--- src/rtl/fp_div_exp_pipe.sv ---
// Exponent/special-case front stage of the FP divider: eff(a)-eff(b)+BIAS plus NaN/Inf/zero classification.
// Latency: exactly 2 cycles (S1 operand classify, S2 exponent sum and flags); throughput 1 per cycle.
// Backpressure: valid/ready both sides; a stalled S2 holds its outputs, and in_ready drops only when both stages are full and stalled.
//
// Ports:
//   clk, rst_n                  clock (rising edge), asynchronous active-low reset
//   in_valid/in_ready           operand handshake; dividend/divisor are {sign, exp, mant}; in_tag sideband
//   out_valid/out_ready         result handshake
//   res_exp                     signed raw exponent eff(a)-eff(b)+BIAS, EXP_WIDTH+2 bits
//   res_sign                    sign(a)^sign(b), forced 0 for NaN
//   is_nan/is_inf/is_zero       special-result class, priority NaN > Inf > zero
//   div_by_zero                 finite nonzero divided by zero
//   exp_ovf/exp_unf             raw exponent out of normal range (never set with a special)
//   out_tag                     in_tag of the same transaction
//   res_exp_sat                 saturated biased exponent, only when FP_DIV_EXP_SAT_EN is defined
module fp_div_exp_pipe #(
    parameter int EXP_WIDTH  = 8,
    parameter int MANT_WIDTH = 23,
    parameter int BIAS       = 2**(EXP_WIDTH-1)-1,
    parameter int TAG_WIDTH  = 4
) (
    input  logic                            clk,
    input  logic                            rst_n,
    input  logic                            in_valid,
    output logic                            in_ready,
    input  logic [EXP_WIDTH+MANT_WIDTH:0]   dividend,
    input  logic [EXP_WIDTH+MANT_WIDTH:0]   divisor,
    input  logic [TAG_WIDTH-1:0]            in_tag,
    output logic                            out_valid,
    input  logic                            out_ready,
    output logic [EXP_WIDTH+1:0]            res_exp,
    output logic                            res_sign,
    output logic                            is_nan,
    output logic                            is_inf,
    output logic                            is_zero,
    output logic                            div_by_zero,
    output logic                            exp_ovf,
    output logic                            exp_unf,
    output logic [TAG_WIDTH-1:0]            out_tag
`ifdef FP_DIV_EXP_SAT_EN
    ,
    output logic [EXP_WIDTH-1:0]            res_exp_sat
`endif
);

    localparam int FP_WIDTH = 1 + EXP_WIDTH + MANT_WIDTH;
    localparam logic signed [EXP_WIDTH+1:0] BIAS_X = (EXP_WIDTH+2)'(BIAS);
    localparam logic signed [EXP_WIDTH+1:0] OVF_TH = (EXP_WIDTH+2)'(2**EXP_WIDTH-1);

    typedef struct packed {
        logic                   a_zero;
        logic                   a_inf;
        logic                   a_nan;
        logic                   b_zero;
        logic                   b_inf;
        logic                   b_nan;
        logic                   sign;
        logic [EXP_WIDTH-1:0]   eff_a;
        logic [EXP_WIDTH-1:0]   eff_b;
        logic [TAG_WIDTH-1:0]   tag;
    } s1_t;

    typedef struct packed {
        logic [EXP_WIDTH+1:0]   res_exp;
        logic                   sign;
        logic                   nan;
        logic                   inf;
        logic                   zero;
        logic                   dbz;
        logic                   ovf;
        logic                   unf;
        logic [TAG_WIDTH-1:0]   tag;
    } s2_t;

    logic s1_v_q, s2_v_q;
    logic s1_adv, s2_adv;
    s1_t  s1_d, s1_q;
    s2_t  s2_d, s2_q;

    // A stage may load when it is empty or its contents move on this cycle.
    assign s2_adv   = !s2_v_q || out_ready;
    assign s1_adv   = !s1_v_q || s2_adv;
    assign in_ready = s1_adv;

    // ---------------- S1: classify operands, form effective exponents ----------------
    logic [EXP_WIDTH-1:0]  exp_a, exp_b;
    logic [MANT_WIDTH-1:0] mant_a, mant_b;

    always_comb begin
        exp_a  = dividend[FP_WIDTH-2 -: EXP_WIDTH];
        exp_b  = divisor[FP_WIDTH-2 -: EXP_WIDTH];
        mant_a = dividend[MANT_WIDTH-1:0];
        mant_b = divisor[MANT_WIDTH-1:0];

        s1_d        = '0;
        s1_d.a_zero = (exp_a == '0) && (mant_a == '0);
        s1_d.a_inf  = (exp_a == '1) && (mant_a == '0);
        s1_d.a_nan  = (exp_a == '1) && (mant_a != '0);
        s1_d.b_zero = (exp_b == '0) && (mant_b == '0);
        s1_d.b_inf  = (exp_b == '1) && (mant_b == '0);
        s1_d.b_nan  = (exp_b == '1) && (mant_b != '0);
        s1_d.sign   = dividend[FP_WIDTH-1] ^ divisor[FP_WIDTH-1];
        // Denormals behave as exponent 1; leading mantissa zeros are handled by the normaliser.
        s1_d.eff_a  = (exp_a == '0) ? EXP_WIDTH'(1) : exp_a;
        s1_d.eff_b  = (exp_b == '0) ? EXP_WIDTH'(1) : exp_b;
        s1_d.tag    = in_tag;
    end

    // ---------------- S2: exponent sum, special priority, range flags ----------------
    logic signed [EXP_WIDTH+1:0] raw;
    logic                        special;

    always_comb begin
        // Two extra bits cover the full eff range, so this difference never wraps.
        raw = $signed({2'b00, s1_q.eff_a}) - $signed({2'b00, s1_q.eff_b}) + BIAS_X;

        s2_d         = '0;
        s2_d.res_exp = raw;
        s2_d.tag     = s1_q.tag;
        s2_d.nan     = s1_q.a_nan || s1_q.b_nan || (s1_q.a_zero && s1_q.b_zero)
                    || (s1_q.a_inf && s1_q.b_inf);
        s2_d.inf     = !s2_d.nan && (s1_q.a_inf || s1_q.b_zero);
        // With NaN excluded, a zero divisor means a is finite nonzero unless a is inf.
        s2_d.dbz     = !s2_d.nan && s1_q.b_zero && !s1_q.a_inf;
        s2_d.zero    = !s2_d.nan && !s2_d.inf && (s1_q.a_zero || s1_q.b_inf);
        special      = s2_d.nan || s2_d.inf || s2_d.zero;
        s2_d.sign    = s2_d.nan ? 1'b0 : s1_q.sign;
        s2_d.ovf     = !special && (raw >= OVF_TH);
        s2_d.unf     = !special && (raw[EXP_WIDTH+1] || (raw == (EXP_WIDTH+2)'(0)));
    end

    always_ff @(posedge clk or negedge rst_n) begin
        if (!rst_n) begin
            s1_v_q <= 1'b0;
            s1_q   <= '0;
            s2_v_q <= 1'b0;
            s2_q   <= '0;
        end else begin
            if (s1_adv) begin
                s1_v_q <= in_valid;
                if (in_valid) s1_q <= s1_d;
            end
            if (s2_adv) begin
                s2_v_q <= s1_v_q;
                if (s1_v_q) s2_q <= s2_d;
            end
        end
    end

`ifdef FP_DIV_EXP_SAT_EN
    logic [EXP_WIDTH-1:0] sat_d, sat_q;

    always_comb begin
        sat_d = s2_d.res_exp[EXP_WIDTH-1:0];
        if (s2_d.nan || s2_d.inf || s2_d.ovf) sat_d = '1;
        else if (s2_d.zero || s2_d.unf)       sat_d = '0;
    end

    always_ff @(posedge clk or negedge rst_n) begin
        if (!rst_n)                sat_q <= '0;
        else if (s2_adv && s1_v_q) sat_q <= sat_d;
    end

    assign res_exp_sat = sat_q;
`endif

    assign out_valid   = s2_v_q;
    assign res_exp     = s2_q.res_exp;
    assign res_sign    = s2_q.sign;
    assign is_nan      = s2_q.nan;
    assign is_inf      = s2_q.inf;
    assign is_zero     = s2_q.zero;
    assign div_by_zero = s2_q.dbz;
    assign exp_ovf     = s2_q.ovf;
    assign exp_unf     = s2_q.unf;
    assign out_tag     = s2_q.tag;

endmodule

--- config.mk ---
export PLATFORM = sky130hd
export DESIGN_NAME = fp_div_exp_pipe
export DESIGN_NICKNAME = d
export VERILOG_FILES = /design/src/rtl/fp_div_exp_pipe.sv
export SDC_FILE = /design/constraint.sdc
export NUM_CORES = 1
export LEC_CHECK = 0
export CORE_MARGIN = 2
export CORE_UTILIZATION = 46
export DETAILED_ROUTE_END_ITERATION = 6
export GPL_ROUTABILITY_DRIVEN = 0
export HOLD_SLACK_MARGIN = 0.03
export PLACE_DENSITY = 0.81
export SETUP_SLACK_MARGIN = 0.1
export SLEW_MARGIN = 15
export SYNTH_ARGS = -nofsm -noshare
export SYNTH_HDL_FRONTEND = slang
export SYNTH_SLANG_ARGS = --single-unit
export TNS_END_PERCENT = 30
--- constraint.sdc ---
create_clock -name clk -period 3.3 [get_ports clk]
set_clock_uncertainty 0.2 [all_clocks]
set_input_delay 0.66 -clock clk [delete_from_list [all_inputs] [get_ports clk]]
set_output_delay 0.66 -clock clk [all_outputs]
set_load 0.01 [all_outputs]
# Word-level counts from Yosys, hierarchy flattened
# Cells that the tools add are included.
dict set report op_classes {
  bitwise_logic 1
  muxes 3
  magnitude_cmp 1
  n_eq_ne 2
  n_reduce_logical 40
  n_addsub 2
}
# op n
set ops {}
lappend ops {{zero test 23 bit} 2}
lappend ops {{nonzero test 23 bit} 2}
lappend ops {{== test 8 bit (second input constant)} 2}
lappend ops {{zero test 8 bit} 2}
lappend ops {{two-way mux 8 bit} 2}
lappend ops {{logical AND 1 bit} 15}
lappend ops {{adder 9 x 8 -> 10 bit (second input constant)} 1}
lappend ops {{greater-or-equal comparator 10 x 9 -> 1 bit (second input constant)} 1}
lappend ops {{zero test 10 bit} 1}
lappend ops {{logical OR 1 bit} 10}
lappend ops {{subtractor 8 x 8 -> 9 bit} 1}
lappend ops {{zero test 1 bit} 6}
lappend ops {{AND reduction 2 bit} 2}
lappend ops {{two-way mux 1 bit} 1}
lappend ops {{bitwise XOR 1 bit} 1}
dict set report totals {
  word_cells 70
  register_bits 50
  output_inout_bits 23
}

# Logic depth before layout (Yosys ltp)
# Gate-level depths: netlist of the first run.
dict set report logic_depth {
  ltp_word 11
  depth_mapped 12
  ltp_nobuf 12
}

# Least setup slack after synthesis of the first run
# OpenSTA, ideal clock, no wires.
dict set report synth_path {
  kind {flip-flop to flip-flop}
  startpoint {reg s1_q[12] (netlist name)}
  endpoint {reg s2_q, in the netlist res_exp[8]}
  n_path_buf 0
  arrival_time_ns 2.424
  setup_ns 0.130
  path_stages_with_launch 12
  slack_ns 0.545
  required_ns 2.970
  cell_sequence {dfrtp_1 > inv_1 > ha_1 > inv_1 > fa_1 > xnor2_1 > and2_1 > o221ai_1 > or3_4 > and3_2 > nor2_1 > o21ai_1}
}
dict set report synth_between {
  elab_chain_len 2
}
# item line_no
set synth_lines {}
lappend synth_lines {{from (decl)} 77} ;# s1_t s1_d, s1_q;
lappend synth_lines {{from (signal assigned)} 135} ;# s1_q <= '0;
lappend synth_lines {{from (signal assigned)} 141} ;# if (in_valid) s1_q <= s1_d;
lappend synth_lines {{subtractor 8 x 8 -> 9 bit} 115} ;# raw = $signed({2'b00, s1_q.eff_a}) - $signed({2'b00, s1_q.eff_b}) + BIAS_X;
lappend synth_lines {{adder 9 x 8 -> 10 bit} 115}
lappend synth_lines {{to (signal assigned)} 137} ;# s2_q <= '0;
lappend synth_lines {{to (signal assigned)} 145} ;# if (s1_v_q) s2_q <= s2_d;
lappend synth_lines {{to (decl)} 78} ;# s2_t s2_d, s2_q;
# No other way between the ends.
# A chain may end at the register's enable or synchronous reset.

# Worst setup path after layout of the first run
# Ends and elaborated chain as after synthesis.

==> metrics, run 1 <==
status=finished, final reports clean; Mapped Nets=386; global-route usage over all layers=22.0%; Area after DPL=3780 um2; first-pass GRT wire length=11000 um; DIE AREA=6640 um2; Syn. warnings=0; Tmin final=3.02 ns; cell family with most CP delay=simple AND/OR/NAND/NOR gates; vias per cell=5.28; post-CTS sizing=0; Die Y=81.5 um; Worst path most repeated cell=inv_1; Clock Tree Buf Depth=2; register with the most flip-flops=s1_q; XOR/XNOR share of the synthesized area=2.85%; max FFs per register=27; NetSw=0.731 mW; boundary pin count=95; Clock transition at path regs=0.09 ns; worst slew pin tran=0.666 ns; vias post-DR=2509; Sum Neg Setup Slack=0 ns; dominant cell type by area after synthesis=dfrtp_1; Antenna Nets Post-Route=0; Adder-Cell Fraction of Synth Area=5.25%; largest family of logic cells by synthesized area=simple AND/OR/NAND/NOR gates; sequential-to-total area share from yosys stat=45.3%; CTS Buf Count=5; initial antenna violation count=0; Post-Syn Area per Cell=9.12 um2; Final Hold Vio Count=0; crit end category=flop; number of inserted diodes=0; Final Cell Area=3910 um2; Post-Place Cells=467; count of cell types in the netlist=53; HP Class=in2async; clock latency on the worst-skew pair=0.31 ns; fillers=466; Hold-fix buffers, CTS=0; grt total ovfl=0; switching share of power=33.7%; simple-gate area share of the yosys netlist=24.8%; slew margin rel.=55.1%; power share of the combinational group=43.8%; Num Clock Sinks=50; worst path cell trace=inv_1 > ha_1 > inv_1 > fa_1 > a21o_1 > a221oi_2 > xnor2_1 > or3_4 > and3_2 > nor2_1 > o21ai_1; Int Power=1.44 mW; Routed WL per cell=14.2 um; largest net degree at the start of global routing=32; number of synthesized register bits=50; CTS tree=done; post-synthesis mux area share=3.22%; max incr delay on CP=0.46 ns; area share of the largest cell type after synthesis=45.3%; P per Cell Area=554 nW/um2; number of global-route vias before repair=2352; Setup Viol. Count Final=0; fin. max-slew vios=0; Synth area leaders=dfrtp_1 45%, nand2_1 9.5%, ha_1 4.5%; Tcrit/Tclk final=91.5%; FFs w/ async S/R, synth=100%; Leak=1.69 nW; fin cells=475; WP buf/inv=2; I/O Buffers=94; DR DRC count=0; Slowest cell on crit path=fa_1; RSZ-0062 raised after global routing=no; sequential fraction of design power=36.7%; Startpoint Class=flop; total routed wirelength=6730 um; Worst EP required=3.29 ns; Critical Path Fanout Max=6; DR iter-0 viols=129; initial core utilization=47.2%; f_max=331 MHz; DRT Pass-1 Iters=4; H-tree depth=2; Nets=482; area delta synth->final=41.6%; Crit Path Class=reg2reg; crit path DAT=3.01 ns; Top FF cell, synth=dfrtp_1; DP Wirelength=5430 um; root buffer cell=clkbuf_8; Max-cap violations=0; Post-synth EDFFs=0; layout cells sized above 1=7.75%; Clk pwr share=19.5%; Max IR drop VDD=343 uV; core area=5850 um2; Cells after Synth=303; Compound-Gate Fraction of Synth Area=15.0%; Die W=81.5 um; # rows=28; post-CTS setup buffers=0; cell area after synthesis=2760 um2
kinds of logic after synthesis:
| logic type | count (synthesis) |
|---|---|
| DFF | 50 |
| buffers and inverters | 24 |
| adders and majority gates | 11 |
| muxes | 8 |
| xor gates and xnor gates | 9 |
| AOI/OAI and AO/OA | 60 |
| and+or+nand+nor | 141 |
final timing paths:
path	startpoint	depth (start not counted)	slack (ns)	to
worst max-delay path	s1_q[12]$_DFFE_PN0P_	11	0.28	res_exp[8]$_DFFE_PN0P_
worst min-delay path	rst_n	1	0.09	res_sign$_DFFE_PN0P_
worst max register to register	s1_q[12]$_DFFE_PN0P_	11	0.28	res_exp[8]$_DFFE_PN0P_
worst min register to register	s1_q[0]$_DFFE_PN0P_	2	0.28	s1_q[0]$_DFFE_PN0P_
max in group asynchronous	rst_n	2	2.06	s1_q[16]$_DFFE_PN0P_
min in group clk	s1_q[0]$_DFFE_PN0P_	2	0.28	s1_q[0]$_DFFE_PN0P_
synth_stat cells (4+ instances only):
cell       n
o21ai_0   24
mux2_2     7
ha_1      10
nor4_1    14
nor2_1    13
a21oi_1    7
xnor2_1    8
inv_1     15
nand4_1    7
nor3_1     5
clkbuf_1   6
dfrtp_1   50
nand3_1    8
nand2_1   70
a22o_1     4
and3_1     4
worst reg2reg max path, cell delays in order (launching register included):
cell	delay [ns]
dfrtp_1	0.36
inv_1	0.08
ha_1	0.19
inv_1	0.07
fa_1	0.46
a21o_1	0.24
a221oi_2	0.31
xnor2_1	0.21
or3_4	0.39
and3_2	0.23
nor2_1	0.09
o21ai_1	0.06
layer usage:
layer / up-vias / GRT usage, % / share of wire [%]
li1: 1270 / - / -
met1: 1168 / 29.8 / 46
met2: 60 / 34.1 / 48
met3: 11 / 4.29 / 3.9
met4: 0 / 10.2 / 2.0
met5: - / 0 / 0
power groups by stage:
stage,Combinational [mW],Clock (mW),Sequential [mW]
floorplan,0.504,0,0.841
global route,1.05,0.462,0.809
detailed placement,0.928,0,0.809
CTS,0.933,0.431,0.797
global placement,0.908,0,0.802
finish,0.950,0.422,0.795
final cells by class:
cell class / instances / area [um2] / share of cell area [%]
multi-input cells: 229 / 1430 / 36.7
flip-flops and latches: 50 / 1250 / 32.0
repair buffers: 98 / 966 / 24.7
well taps: 75 / 93.8 / 2.40
clock buffers: 6 / 72.6 / 1.86
inverters: 15 / 56.3 / 1.44
clock inverters: 2 / 37.5 / 0.960
cell usage in the layout, fill, tap and decap left out, drive strengths merged, types with 3 or more instances in the layout:
cell type	instances
buf	5
nand4	7
or3	3
mux2	7
a22o	4
a221oi	3
clkdlybuf4s50	93
nor2	13
nor3	6
o211ai	3
nand3	8
xnor2	8
nand2	70
and3	5
a21oi	8
a21o	3
inv	15
ha	10
o21ai	26
clkbuf	6
nor4	14
nand2b	3
nand3b	3
o2111ai	3
dfrtp	50
stage by stage:
| stage | hold slack [ns] | worst slack [ns] | util [%] | total power, mW |
|---|---|---|---|---|
| floorplan | 0.164 | 0.545 | - | 1.35 |
| global placement | 0.253 | 0.422 | 64.6 | 1.71 |
| detailed placement | 0.261 | 0.289 | 64.6 | 1.74 |
| CTS | 0.113 | 0.271 | 66.5 | 2.16 |
| global route | 0.128 | 0.0968 | 66.9 | 2.32 |
| finish | 0.0933 | 0.280 | 66.9 | 2.17 |
Note: power is estimated with default switching activity, not from simulation.
==> run 2: changes to the inputs <==
Settings changed: ABC_CLOCK_PERIOD_IN_PS set to 3300, GPL_ROUTABILITY_DRIVEN 0 to not set.
==> results of run 2 <==
Same layout as run 1: the final DEF is identical, and so are final timing and power.
